$ cat config.mk
export PLATFORM = sky130hd
export DESIGN_NAME = serial_word_eq
export DESIGN_NICKNAME = d
export VERILOG_FILES = /design/src/rtl/serial_cmp_pkg.sv /design/src/rtl/serial_word_eq.sv
export SDC_FILE = /design/constraint.sdc
export NUM_CORES = 1
export LEC_CHECK = 0
export ABC_AREA = 1
export CELL_PAD_IN_SITES_DETAIL_PLACEMENT = 0
export CELL_PAD_IN_SITES_GLOBAL_PLACEMENT = 1
export CORE_MARGIN = 2
export CORE_UTILIZATION = 33
export CTS_CLUSTER_DIAMETER = 60
export DETAILED_ROUTE_END_ITERATION = 6
export PLACE_DENSITY_LB_ADDON = 0.12
export SETUP_SLACK_MARGIN = 0.5
export SLEW_MARGIN = 25
export SYNTH_ARGS = -nofsm -noshare
export SYNTH_HDL_FRONTEND = slang
export SYNTH_SLANG_ARGS = --single-unit
$ cat constraint.sdc
create_clock -name clk -period 1.3 [get_ports clk]
set_input_delay 0.26 -clock clk [delete_from_list [all_inputs] [get_ports clk]]
set_output_delay 0.26 -clock clk [all_outputs]
set_load 0.01 [all_outputs]
$ cat src/rtl/serial_cmp_pkg.sv
// Shared definitions for the bit-serial comparators: state encoding.
// Words are streamed LSB first, so the running bit index equals the bit position.
package serial_cmp_pkg;

    typedef enum logic [1:0] {
        IDLE = 2'b00,
        CMP  = 2'b01,
        DONE = 2'b10
    } state_t;

endpackage

$ cat src/rtl/serial_word_eq.sv
// Bit-serial word comparator: accumulates per-bit equality over an N-bit word
// and reports word-equal, mismatch count and first mismatching bit index.
module serial_word_eq
    import serial_cmp_pkg::*;
#(
    parameter int N  = 8,
    parameter int IW = 3,
    parameter int CW = 4
) (
    input  logic          clk,
    input  logic          reset,
    input  logic          start,
    input  logic          bit_valid,
    input  logic          a_bit,
    input  logic          b_bit,
    output logic          ready,
    output logic          done_tick,
    output logic          eq,
    output logic [CW-1:0] mism_cnt,
    output logic [IW-1:0] first_idx
);

    localparam logic [IW-1:0] LAST_IDX = IW'(N - 1);

    state_t        state_reg, state_next;
    logic [IW-1:0] idx_reg, idx_next;
    logic [CW-1:0] cnt_reg, cnt_next;
    logic [IW-1:0] first_reg, first_next;
    logic          eq_reg, eq_next;
    logic          bit_eq;

    assign bit_eq = ~(a_bit ^ b_bit);

    always_ff @(posedge clk) begin
        if (reset) begin
            state_reg <= IDLE;
            idx_reg   <= '0;
            cnt_reg   <= '0;
            first_reg <= '0;
            eq_reg    <= 1'b0;
        end else begin
            state_reg <= state_next;
            idx_reg   <= idx_next;
            cnt_reg   <= cnt_next;
            first_reg <= first_next;
            eq_reg    <= eq_next;
        end
    end

    // Next-state and datapath: results stay untouched outside CMP so they hold until the next start.
    always_comb begin
        state_next = state_reg;
        idx_next   = idx_reg;
        cnt_next   = cnt_reg;
        first_next = first_reg;
        eq_next    = eq_reg;
        case (state_reg)
            IDLE: begin
                if (start) begin
                    state_next = CMP;
                    idx_next   = '0;
                    cnt_next   = '0;
                    first_next = '0;
                    eq_next    = 1'b1;
                end
            end
            CMP: begin
                if (bit_valid) begin
                    if (!bit_eq) begin
                        cnt_next = cnt_reg + CW'(1);
                        if (eq_reg) begin
                            first_next = idx_reg;
                            eq_next    = 1'b0;
                        end
                    end
                    idx_next = idx_reg + IW'(1);
                    if (idx_reg == LAST_IDX) begin
                        state_next = DONE;
                    end
                end
            end
            DONE:    state_next = IDLE;
            default: state_next = IDLE;
        endcase
    end

    // Outputs are decoded from state or driven straight from registers.
    always_comb begin
        ready     = (state_reg == IDLE);
        done_tick = (state_reg == DONE);
    end

    assign eq        = eq_reg;
    assign mism_cnt  = cnt_reg;
    assign first_idx = first_reg;

endmodule
# --- Word level (Yosys, flattened, before mapping) ---
# Index checks and enable logic that the tools add are counted.
word_totals:
  regBits: 13
  rom_bits: 0
  memories: 0
  input_bits: 6
  ram_bits: 0
  latch_bits: 0
classes:
  div: 0
  n_mux: 19
  eq_ne: 8
  reduce_logical: 6
  order_cmp: 0
  mul: 0
  n_bitwise: 1
  shift: 0
  add_sub_neg: 2
ops:
  columns: ["operator", "n"]
  rows:
  - ["2-to-1 mux 3 bit", 5]
  - ["2-to-1 mux 4 bit", 3]
  - ["case mux 3 bit (2 select lines)", 2]
  - ["inequality test 2 bit (second input constant)", 5]
  - ["case mux 4 bit (2 select lines)", 1]
  - ["2-to-1 mux 2 bit", 3]
  - ["AND reduction 3 bit", 2]
  - ["AND reduction 5 bit", 1]
  - ["adder 4 x 1 -> 4 bit (second input constant)", 1]
  - ["case mux 2 bit (2 select lines)", 1]
  - ["AND reduction 4 bit", 1]
  - ["adder 3 x 1 -> 3 bit (second input constant)", 1]
  - ["equality test 3 bit (second input constant)", 1]
  - ["2-to-1 mux 1 bit", 3]
  - ["equality test 2 x 1 -> 1 bit (second input constant)", 1]
  - ["equality test 2 bit (second input constant)", 1]
  - ["zero test 2 bit", 1]
  - ["case mux 1 bit (2 select lines)", 1]
  - ["nonzero test 2 bit", 1]
  - ["bitwise XOR 1 bit", 1]

# --- Depth between registers and ports, before layout ---
# Gate-level depths: netlist of the first run.
depth:
  word_depth: 4
  mapped_depth: 8
  ltp_nobuf: 8

# --- Worst setup path after synthesis of the first run ---
# No wires, ideal clock.
synth_path:
  kind: "register -> register"
  start: "register state_reg[0]"
  end: "register cnt_reg[1] (netlist: mism_cnt[1])"
  stages_incl_launch_ff: 9
  period_less_slack_ns: 1.122
  arrival_time_ns: 1.008
  setup_ns: 0.114
  setup_slack_ns: 0.178
  cell_sequence: "dfxtp_1 > nor2_2 > nand2_4 > nand2_4 > nand2_4 > clkinv_2 > nand2_1 > nand2_1 > nor2_2"
synth_between:
  elab_chain_cells: 3
  elab_cells_between_ends: 8
  cone_classes: "eq/ne (4); mux (1); reduce/logical (3)"
synth_rtl:
  columns: ["element", "line", "rtl"]
  rows:
  - ["from (decl)", "serial_word_eq.sv:25", "state_t state_reg, state_next;"]
  - ["from (signal assigned)", "serial_word_eq.sv:42", "state_reg <= state_next;"]
  - ["zero test 2 bit *", null, null]
  - ["named net ready", "serial_word_eq.sv:16", "output logic ready,"]
  - ["inequality test 2 bit (no line) or nonzero test 2 bit (tied branches)", null, null]
  - ["AND reduction 4 bit (no line)", null, null]
  - ["to (signal assigned)", "serial_word_eq.sv:44", "cnt_reg <= cnt_next;"]
  - ["to (decl)", "serial_word_eq.sv:27", "logic [CW-1:0] cnt_reg, cnt_next;"]
# Mark *: on every way through the listed nets, which the timed path passes. The rest lies on a longest branch.
# A chain may end at the register's enable or synchronous reset.

# --- Final worst setup path of the first run ---
layout_path:
  start: "register state_reg[0]"
  end: "register cnt_reg[1] (netlist: mism_cnt[1])"
layout_between:
  elab_chain_cells: 3
  elab_cells_between_ends: 8
  cone_classes: "eq/ne (4); mux (1); reduce/logical (3)"
layout_rtl:
  columns: ["element", "line", "rtl"]
  rows:
  - ["equality test 2 x 1 -> 1 bit or zero test 2 bit (tied branches)", "serial_word_eq.sv:57", "case (state_reg)"]
  - ["inequality test 2 bit (no line) or nonzero test 2 bit (tied branches)", null, null]
  - ["AND reduction 4 bit (no line)", null, null]
# Parallel ways exist; a longest one is shown, timed or not.

==> reports/metrics.json, run 1 <==
{
  "outcome": "finished, final reports clean",
  "synth.net_count": 98,
  "dp_slack_ps": -166,
  "ctsHtreeMaxLevel": 1,
  "critical_path.max_fanout": 7,
  "area_delta_synth_final_pct": 87.8,
  "required_ps": 1470,
  "reg2reg_slack_ps": 150,
  "synthCells": 89,
  "diodes_inserted": 0,
  "worst_slew_margin_rel_pct": 83.4,
  "layout_common_cells": "buf_6 (17), nand2_1 (15), buf_4 (12)",
  "worstSetupPathType": "flop to flop",
  "io-pin-count": 16,
  "placedInstanceArea_um2": 943,
  "layout_worst_path_cycle_share_pct": 88.2,
  "initial_core_util_pct": 34.1,
  "layoutNonFillerInstCount": 155,
  "wl_per_instance_um": 10.5,
  "global_route.overflow_total": 0,
  "seq_area_frac_synth_pct": 40.2,
  "fin_crit_ps": 1150,
  "critical_path_buf_inv_count": 2,
  "ys_ff_latch": 13,
  "global_route_usage_over_all_layers_pct": 15.3,
  "drive_gt1_share_pct": 64.8,
  "port-buffer-count": 15,
  "final_hold_viol_count": 0,
  "power.density_cell_area_nw_per_um2": 882,
  "timing.critical_path.cells": "nor2_4 > buf_6 > nand2_8 > nand2_8 > nand2_8 > inv_8 > nand2_2 > nand2_2 > nor2_2",
  "fillCellCount": 168,
  "remaining_drc_errors": 0,
  "cp_data_arrival_time_ps": 1320,
  "pin_count_of_the_biggest_net_entering_global_routing": 8,
  "cap_viol_max_count": 0,
  "critical-path-top-delay-family": "simple AND/OR/NAND/NOR gates",
  "vdd_ir_drop_max_uv": 621,
  "start_kind": "flop",
  "drtIter0Drc": 2,
  "sequential_cell_area_um2": 283,
  "finalSetupViolations": 0,
  "timing.critical_path.mode_cell": "nand2_8",
  "multiInputGateArea_um2": 488,
  "via_count": 706,
  "postRouteWirelength_um": 1630,
  "synth-warning-count": 0,
  "achievable_freq_mhz": 872,
  "largest_register_ff_count": 4,
  "place_congestion": 0.779,
  "grt_antenna_before_repair": 0,
  "tritoncts.num_buffers": 3,
  "critical_path.endpoint_type": "flop",
  "min-delay-path-class": "flop to flop",
  "post-route-worst-setup-slack_ps": 154,
  "design.die.area_um2": 2330,
  "design_area_um2": 1220,
  "grt_setup_unrepaired": "true",
  "clock_latency_ps": 270,
  "worstMarginPinSlew_ps": 249,
  "numPlacedInstances": 141,
  "post_synth_instance_area_um2": 648,
  "critical_path.slowest_cell": "dfxtp_4",
  "grt_pass1_wl_um": 2770,
  "area_inside_the_core_boundary_um2": 1900,
  "syn-mean-instance-area_um2": 7.28,
  "tritoncts_num_sinks": 13,
  "final_nets": 138,
  "power.leakage_nw": 0.518,
  "clock_skew_ps": 0.713,
  "synth_cell_type_count": 18,
  "final_common_cell": "buf_6",
  "report.final.slew_viol_count": 0,
  "crit_path_max_incr_delay_ps": 360,
  "first_global_vias": 666,
  "drt_first_pass_iters": 2,
  "die_h_um": 48.3,
  "fp.dieW_um": 48.3,
  "cts.root.buffer_cell": "clkbuf_4",
  "cts_tree": "yes",
  "viasPerCell": 4.55,
  "rows": 16,
  "route.antenna.remaining_nets": 0,
  "place_hpwl_um": 1100,
  "path_clk_slew_ps": 80,
  "deepest_clock_path_buffer_count": 2
}
-- per-layer routing --
metal  vias to the layer above  GRT usage, %  part of all wire, %
met1                       329          19.0                   44
met2                         9          25.5                   52
li1                        366             -                    -
met3                         2          4.01                  3.6
met4                         0          5.71                 0.55
met5                         -             0                    0
-- cells in the mapped netlist --
cell type	number	area [um2]
nand2_1	23	86.3
dfxtp_1	13	260
a21oi_1	11	55.1
inv_1	10	37.5
nor2_1	8	30.0
nand3_1	7	35.0
ha_1	3	37.5
nand2_4	3	33.8
nor2_2	2	12.5
a21oi_2	1	8.76
clkinv_2	1	5.00
nand2_2	1	6.26
nand3_2	1	10.0
nand4_1	1	6.26
nor3_1	1	5.00
o21ai_0	1	5.00
o21ai_1	1	5.00
xnor2_1	1	8.76
-- tightest hold or removal path: stages (launching register included) --
cell and delay [ps]:
dfxtp_2 350, nand3_1 80, a21oi_1 50
-- report_power, final --
part / internal [W] / switching, W / leakage (nW)
combinational: 0.000197 / 0.000179 / 0.391
sequential: 0.000427 / 0.0000238 / 0.112
clock: 0.000119 / 0.000128 / 0.0150
total: 0.000742 / 0.000331 / 0.518
-- per-stage QoR --
stage	total power (W)	setup TNS, ps	hold WS, ps	util [%]
after floorplan	0.000582	0	322	-
after global placement	0.000701	-929	464	49.6
after detailed placement	0.000703	-1090	473	49.6
after CTS	0.00105	0	511	60.8
after global routing	0.00115	0	531	64.0
final	0.00107	0	511	64.0
-- area by class of cell --
class / count / share of cell area, %
multi-input combinational: 65 / 40.1
tap: 27 / 2.77
inverter: 11 / 4.42
timing repair buffer: 35 / 27.3
sequential: 13 / 23.2
clock buffer: 4 / 2.16
-- worst paths after layout --
path,start,to,cells after the start
worst max-delay path,state_reg[0],mism_cnt[1],9
worst min-delay path,idx_reg[1],idx_reg[1],2
worst max register to register,state_reg[0],mism_cnt[1],9
worst min register to register,idx_reg[1],idx_reg[1],2
-- kinds of logic (layout without fill, tap and decap cells) --
kind of cell    Yosys count  count (layout)  synth area share (%)
simple gates             47              47                  34.7
compound gates           14              14                  11.4
flops                    13              13                  40.2
buf+inv                  11              50                  6.56
fa+ha+maj                 3               3                  5.79
xor+xnor                  1               1                  1.35
-- what timing repair did --
item	4_1_cts	5_1_grt
gates resized for setup	94	10
gates cloned	0	0
hold buffers	0	0
endpoints found under the setup margin	23	23
pin swaps	13	7
buffers inserted	7	3
Power figures use the tool's default switching activity.
==> run 2, diff against run 1 <==
Settings changed: CORE_UTILIZATION 33 to 41, DONT_BUFFER_PORTS from default to 1.
==> reports/metrics.json, run 2 (synthesized netlist as in run 1, its figures left out) <==
{
  "outcome": "finished, final reports clean",
  "path_clk_slew_ps": 80,
  "clock_skew_ps": 6.27,
  "rows": 14,
  "final_hold_viol_count": 0,
  "worstSetupPathType": "flop to flop",
  "place_congestion": 0.800,
  "fin_crit_ps": 1110,
  "grt_antenna_before_repair": 0,
  "vdd_ir_drop_max_uv": 505,
  "ctsHtreeMaxLevel": 1,
  "diodes_inserted": 0,
  "first_global_vias": 614,
  "pin_count_of_the_biggest_net_entering_global_routing": 8,
  "postCtsHoldBufs": 0,
  "route.antenna.remaining_nets": 0,
  "postRouteWirelength_um": 1450,
  "power.density_cell_area_nw_per_um2": 1040,
  "io-pin-count": 16,
  "numPlacedInstances": 106,
  "layoutNonFillerInstCount": 116,
  "deepest_clock_path_buffer_count": 2,
  "critical_path.max_fanout": 7,
  "grt_pass1_wl_um": 2490,
  "required_ps": 1480,
  "design.die.area_um2": 1910,
  "worstMarginPinSlew_ps": 264,
  "wl_per_instance_um": 12.5,
  "layout_worst_path_cycle_share_pct": 85.6,
  "start_kind": "flop",
  "drive_gt1_share_pct": 47.0,
  "via_count": 627,
  "cp_data_arrival_time_ps": 1290,
  "initial_core_util_pct": 43.5,
  "report.final.slew_viol_count": 0,
  "critical_path.endpoint_type": "flop",
  "power.leakage_nw": 0.355,
  "final_nets": 110,
  "tns_ps": 0,
  "area_delta_synth_final_pct": 36.9,
  "viasPerCell": 5.41,
  "tritoncts.num_buffers": 3,
  "tritoncts_num_sinks": 13,
  "min-delay-path-class": "primary input to flop",
  "clock_latency_ps": 280,
  "area_inside_the_core_boundary_um2": 1490,
  "achievable_freq_mhz": 898,
  "worst_slew_margin_rel_pct": 82.4,
  "final_common_cell": "nand2_1",
  "drt_first_pass_iters": 4,
  "grt_setup_unrepaired": "true",
  "cts_tree": "yes",
  "place_hpwl_um": 907,
  "die_h_um": 43.8,
  "global_route.overflow_total": 0,
  "cap_viol_max_count": 0,
  "cts.root.buffer_cell": "clkbuf_4",
  "fp.dieW_um": 43.8,
  "layout_common_cells": "nand2_1 (20), nor2_1 (7)",
  "port-buffer-count": 0,
  "largest_register_ff_count": 4,
  "drtIter0Drc": 3,
  "global_route_usage_over_all_layers_pct": 18.0,
  "fillCellCount": 136,
  "finalSetupViolations": 0,
  "remaining_drc_errors": 0
}
[run 2: changes by cell type in the layout (fill, tap and decap cells not counted), sizes merged]
cell	delta
buf	-23
dlygate4sd2	-3
clkdlybuf4s50	-2
clkinv	+1
inv	-1
[run 2: final cells by class]
class | count | area, um2 | share of cell area [%]
multi-input combinational | 65 | 444 | 50.1
sequential | 13 | 289 | 32.6
timing repair buffer | 7 | 56.3 | 6.35
inverter | 11 | 51.3 | 5.78
clock buffer | 4 | 26.3 | 2.96
tap | 16 | 20.0 | 2.26
[run 2: path summary, 6_finish.rpt]
| kind | startpoint | end | slack [ps] | depth (start not counted) |
|---|---|---|---|---|
| max | state_reg[0] | mism_cnt[1] | 190 | 8 |
| min | reset | mism_cnt[2] | 20 | 1 |
| max reg2reg | state_reg[0] | mism_cnt[1] | 190 | 8 |
| min reg2reg | idx_reg[0] | idx_reg[0] | 480 | 1 |
[run 2: what timing repair did]
item                                    4_1_cts  5_1_grt
endpoints found under the setup margin       23       23
pin swaps                                     8        8
resized for setup                            20       14
buffers inserted                              5        1
[run 2: metal layers]
layer	track usage [%]	wire [um]
met5	0	0
met4	10.9	47
met3	7.08	75
met2	28.8	761
met1	19.9	562
[run 2: worst max-delay path, cell delays in order, from the launching register on]
cell      delay, ps
dfxtp_4         390
nor2_4          150
nand2_4          90
nand2_8         110
nand2_8          80
clkinv_4         60
nand2_2          40
nand2_2          50
nor2_2           30
[run 2: stage by stage]
stage               power, W  setup slack, ps  hold WS [ps]  instance area [um2]  utilization (%)
global placement    0.000614              192           324                  712             47.8
finish              0.000918              187          20.2                  887             59.6
detailed placement  0.000612              181           326                  712             47.8
floorplan           0.000582              258           322                  684                -
CTS                 0.000891              181          18.5                  823             55.3
global route        0.000977              126        -0.454                  887             59.6
[run 2: report_power, final]
part           total [W]  switching, W  internal (W)
Clock           0.000254      0.000134      0.000119
Sequential      0.000463     0.0000384      0.000424
Combinational   0.000202      0.000117     0.0000854
Total           0.000918      0.000289      0.000629
==> run 3, diff against run 2 <==
Settings changed: SKIP_CTS_REPAIR_TIMING from default to 1.
==> reports/metrics.json, run 3 (synthesized netlist as in run 1, its figures left out) <==
{
  "worstSetupPathType": "flop to flop",
  "tritoncts_num_sinks": 13,
  "layout_worst_path_cycle_share_pct": 88.1,
  "pin_count_of_the_biggest_net_entering_global_routing": 9,
  "worst_slew_margin_rel_pct": 82.8,
  "critical_path.max_fanout": 5,
  "design.die.area_um2": 1910,
  "critical_path.endpoint_type": "flop",
  "fp.dieW_um": 43.8,
  "route.antenna.remaining_nets": 0,
  "initial_core_util_pct": 43.5,
  "rows": 14,
  "ctsHtreeMaxLevel": 1,
  "achievable_freq_mhz": 873,
  "power.leakage_nw": 0.355,
  "report.power.total_w": 0.000918,
  "viasPerCell": 5.21,
  "fin_worst_hold_slack_ps": 25.0,
  "grt_setup_unrepaired": "true",
  "grt_pass1_wl_um": 2110,
  "wl_per_instance_um": 12.1,
  "first_global_vias": 502,
  "io-pin-count": 16,
  "finalSetupViolations": 0,
  "largest_register_ff_count": 4,
  "area_delta_synth_final_pct": 34.9,
  "cts.root.buffer_cell": "clkbuf_4",
  "min-delay-path-class": "primary input to flop",
  "diodes_inserted": 0,
  "layout_common_cells": "nand2_1 (20), a21oi_1 (7), dfxtp_2 (7)",
  "global_route_usage_over_all_layers_pct": 15.3,
  "worstMarginPinSlew_ps": 258,
  "required_ps": 1470,
  "path_clk_slew_ps": 80,
  "die_h_um": 43.8,
  "fillCellCount": 143,
  "cts_tree": "yes",
  "remaining_drc_errors": 0,
  "drtIter0Drc": 5,
  "port-buffer-count": 0,
  "placedInstanceArea_um2": 712,
  "report.final.slew_viol_count": 0,
  "final_hold_viol_count": 0,
  "area_inside_the_core_boundary_um2": 1490,
  "clock_latency_ps": 270,
  "final_nets": 109,
  "drt_first_pass_iters": 4,
  "fin_crit_ps": 1150,
  "multiInputGateArea_um2": 438,
  "design_area_um2": 875,
  "drive_gt1_share_pct": 46.5,
  "clock_skew_ps": 7.71,
  "vdd_ir_drop_max_uv": 515,
  "cp_data_arrival_time_ps": 1310,
  "power.density_cell_area_nw_per_um2": 1050,
  "tns_ps": 0,
  "deepest_clock_path_buffer_count": 2,
  "postRouteWirelength_um": 1390,
  "place_congestion": 0.800,
  "layoutNonFillerInstCount": 115,
  "start_kind": "flop",
  "final_common_cell": "nand2_1",
  "via_count": 599,
  "tritoncts.num_buffers": 3,
  "global_route.overflow_total": 0,
  "outcome": "finished, final reports clean",
  "cap_viol_max_count": 0,
  "grt_antenna_before_repair": 0,
  "place_hpwl_um": 907,
  "sequential_cell_area_um2": 284,
  "numPlacedInstances": 106
}
==> run 3: cell count changes in the layout (fill, tap and decap cells not counted), sizes merged <==
cell,before,now
buf,7,6
clkinv,1,0
inv,10,11
==> run 3: routing by layer <==
| layer | global-route usage, % | routed length, um | vias up | part of all wire, % |
|---|---|---|---|---|
| met5 | 0 | 0 | - | 0 |
| met4 | 9.09 | 0 | 0 | 0 |
| met3 | 6.67 | 42 | 0 | 3.0 |
| met2 | 22.6 | 714 | 6 | 51 |
| met1 | 18.3 | 630 | 288 | 45 |
| li1 | - | - | 305 | - |
==> run 3: final cells by class <==
cell class                 count  share of cell area (%)
multi-input combinational     65                    50.1
sequential                    13                    32.5
timing repair buffer           6                    6.58
inverter                      11                    5.58
clock buffer                   4                    3.00
tap                           16                    2.29
==> run 3: critical path, cell delays in order (launching register included) <==
cell and delay, ps:
dfxtp_4 380, nor2_4 170, nand2_4 100, nand2_8 100, buf_12 110, nand3_2 60
nand2_1 70, nor2_1 40
==> run 3: worst paths after layout <==
kind	endpoint	depth (start not counted)	start	slack, ps
worst max-delay path	first_idx[0]	7	state_reg[0]	150
worst min-delay path	mism_cnt[2]	1	reset	20
worst max register to register	first_idx[0]	7	state_reg[0]	150
worst min register to register	idx_reg[0]	1	idx_reg[0]	480
==> run 3: metrics by stage <==
step | util (%) | worst slack, ps
finish | 58.7 | 154
global route | 58.7 | 105
CTS | 49.6 | 134
detailed placement | 47.8 | 181
global placement | 47.8 | 192
floorplan | - | 258
==> run 3: where the power goes <==
part / switching (W) / internal, W / leakage [nW]
Sequential: 0.0000355 / 0.000427 / 0.112
Combinational: 0.000120 / 0.0000882 / 0.228
Clock: 0.000129 / 0.000119 / 0.0150
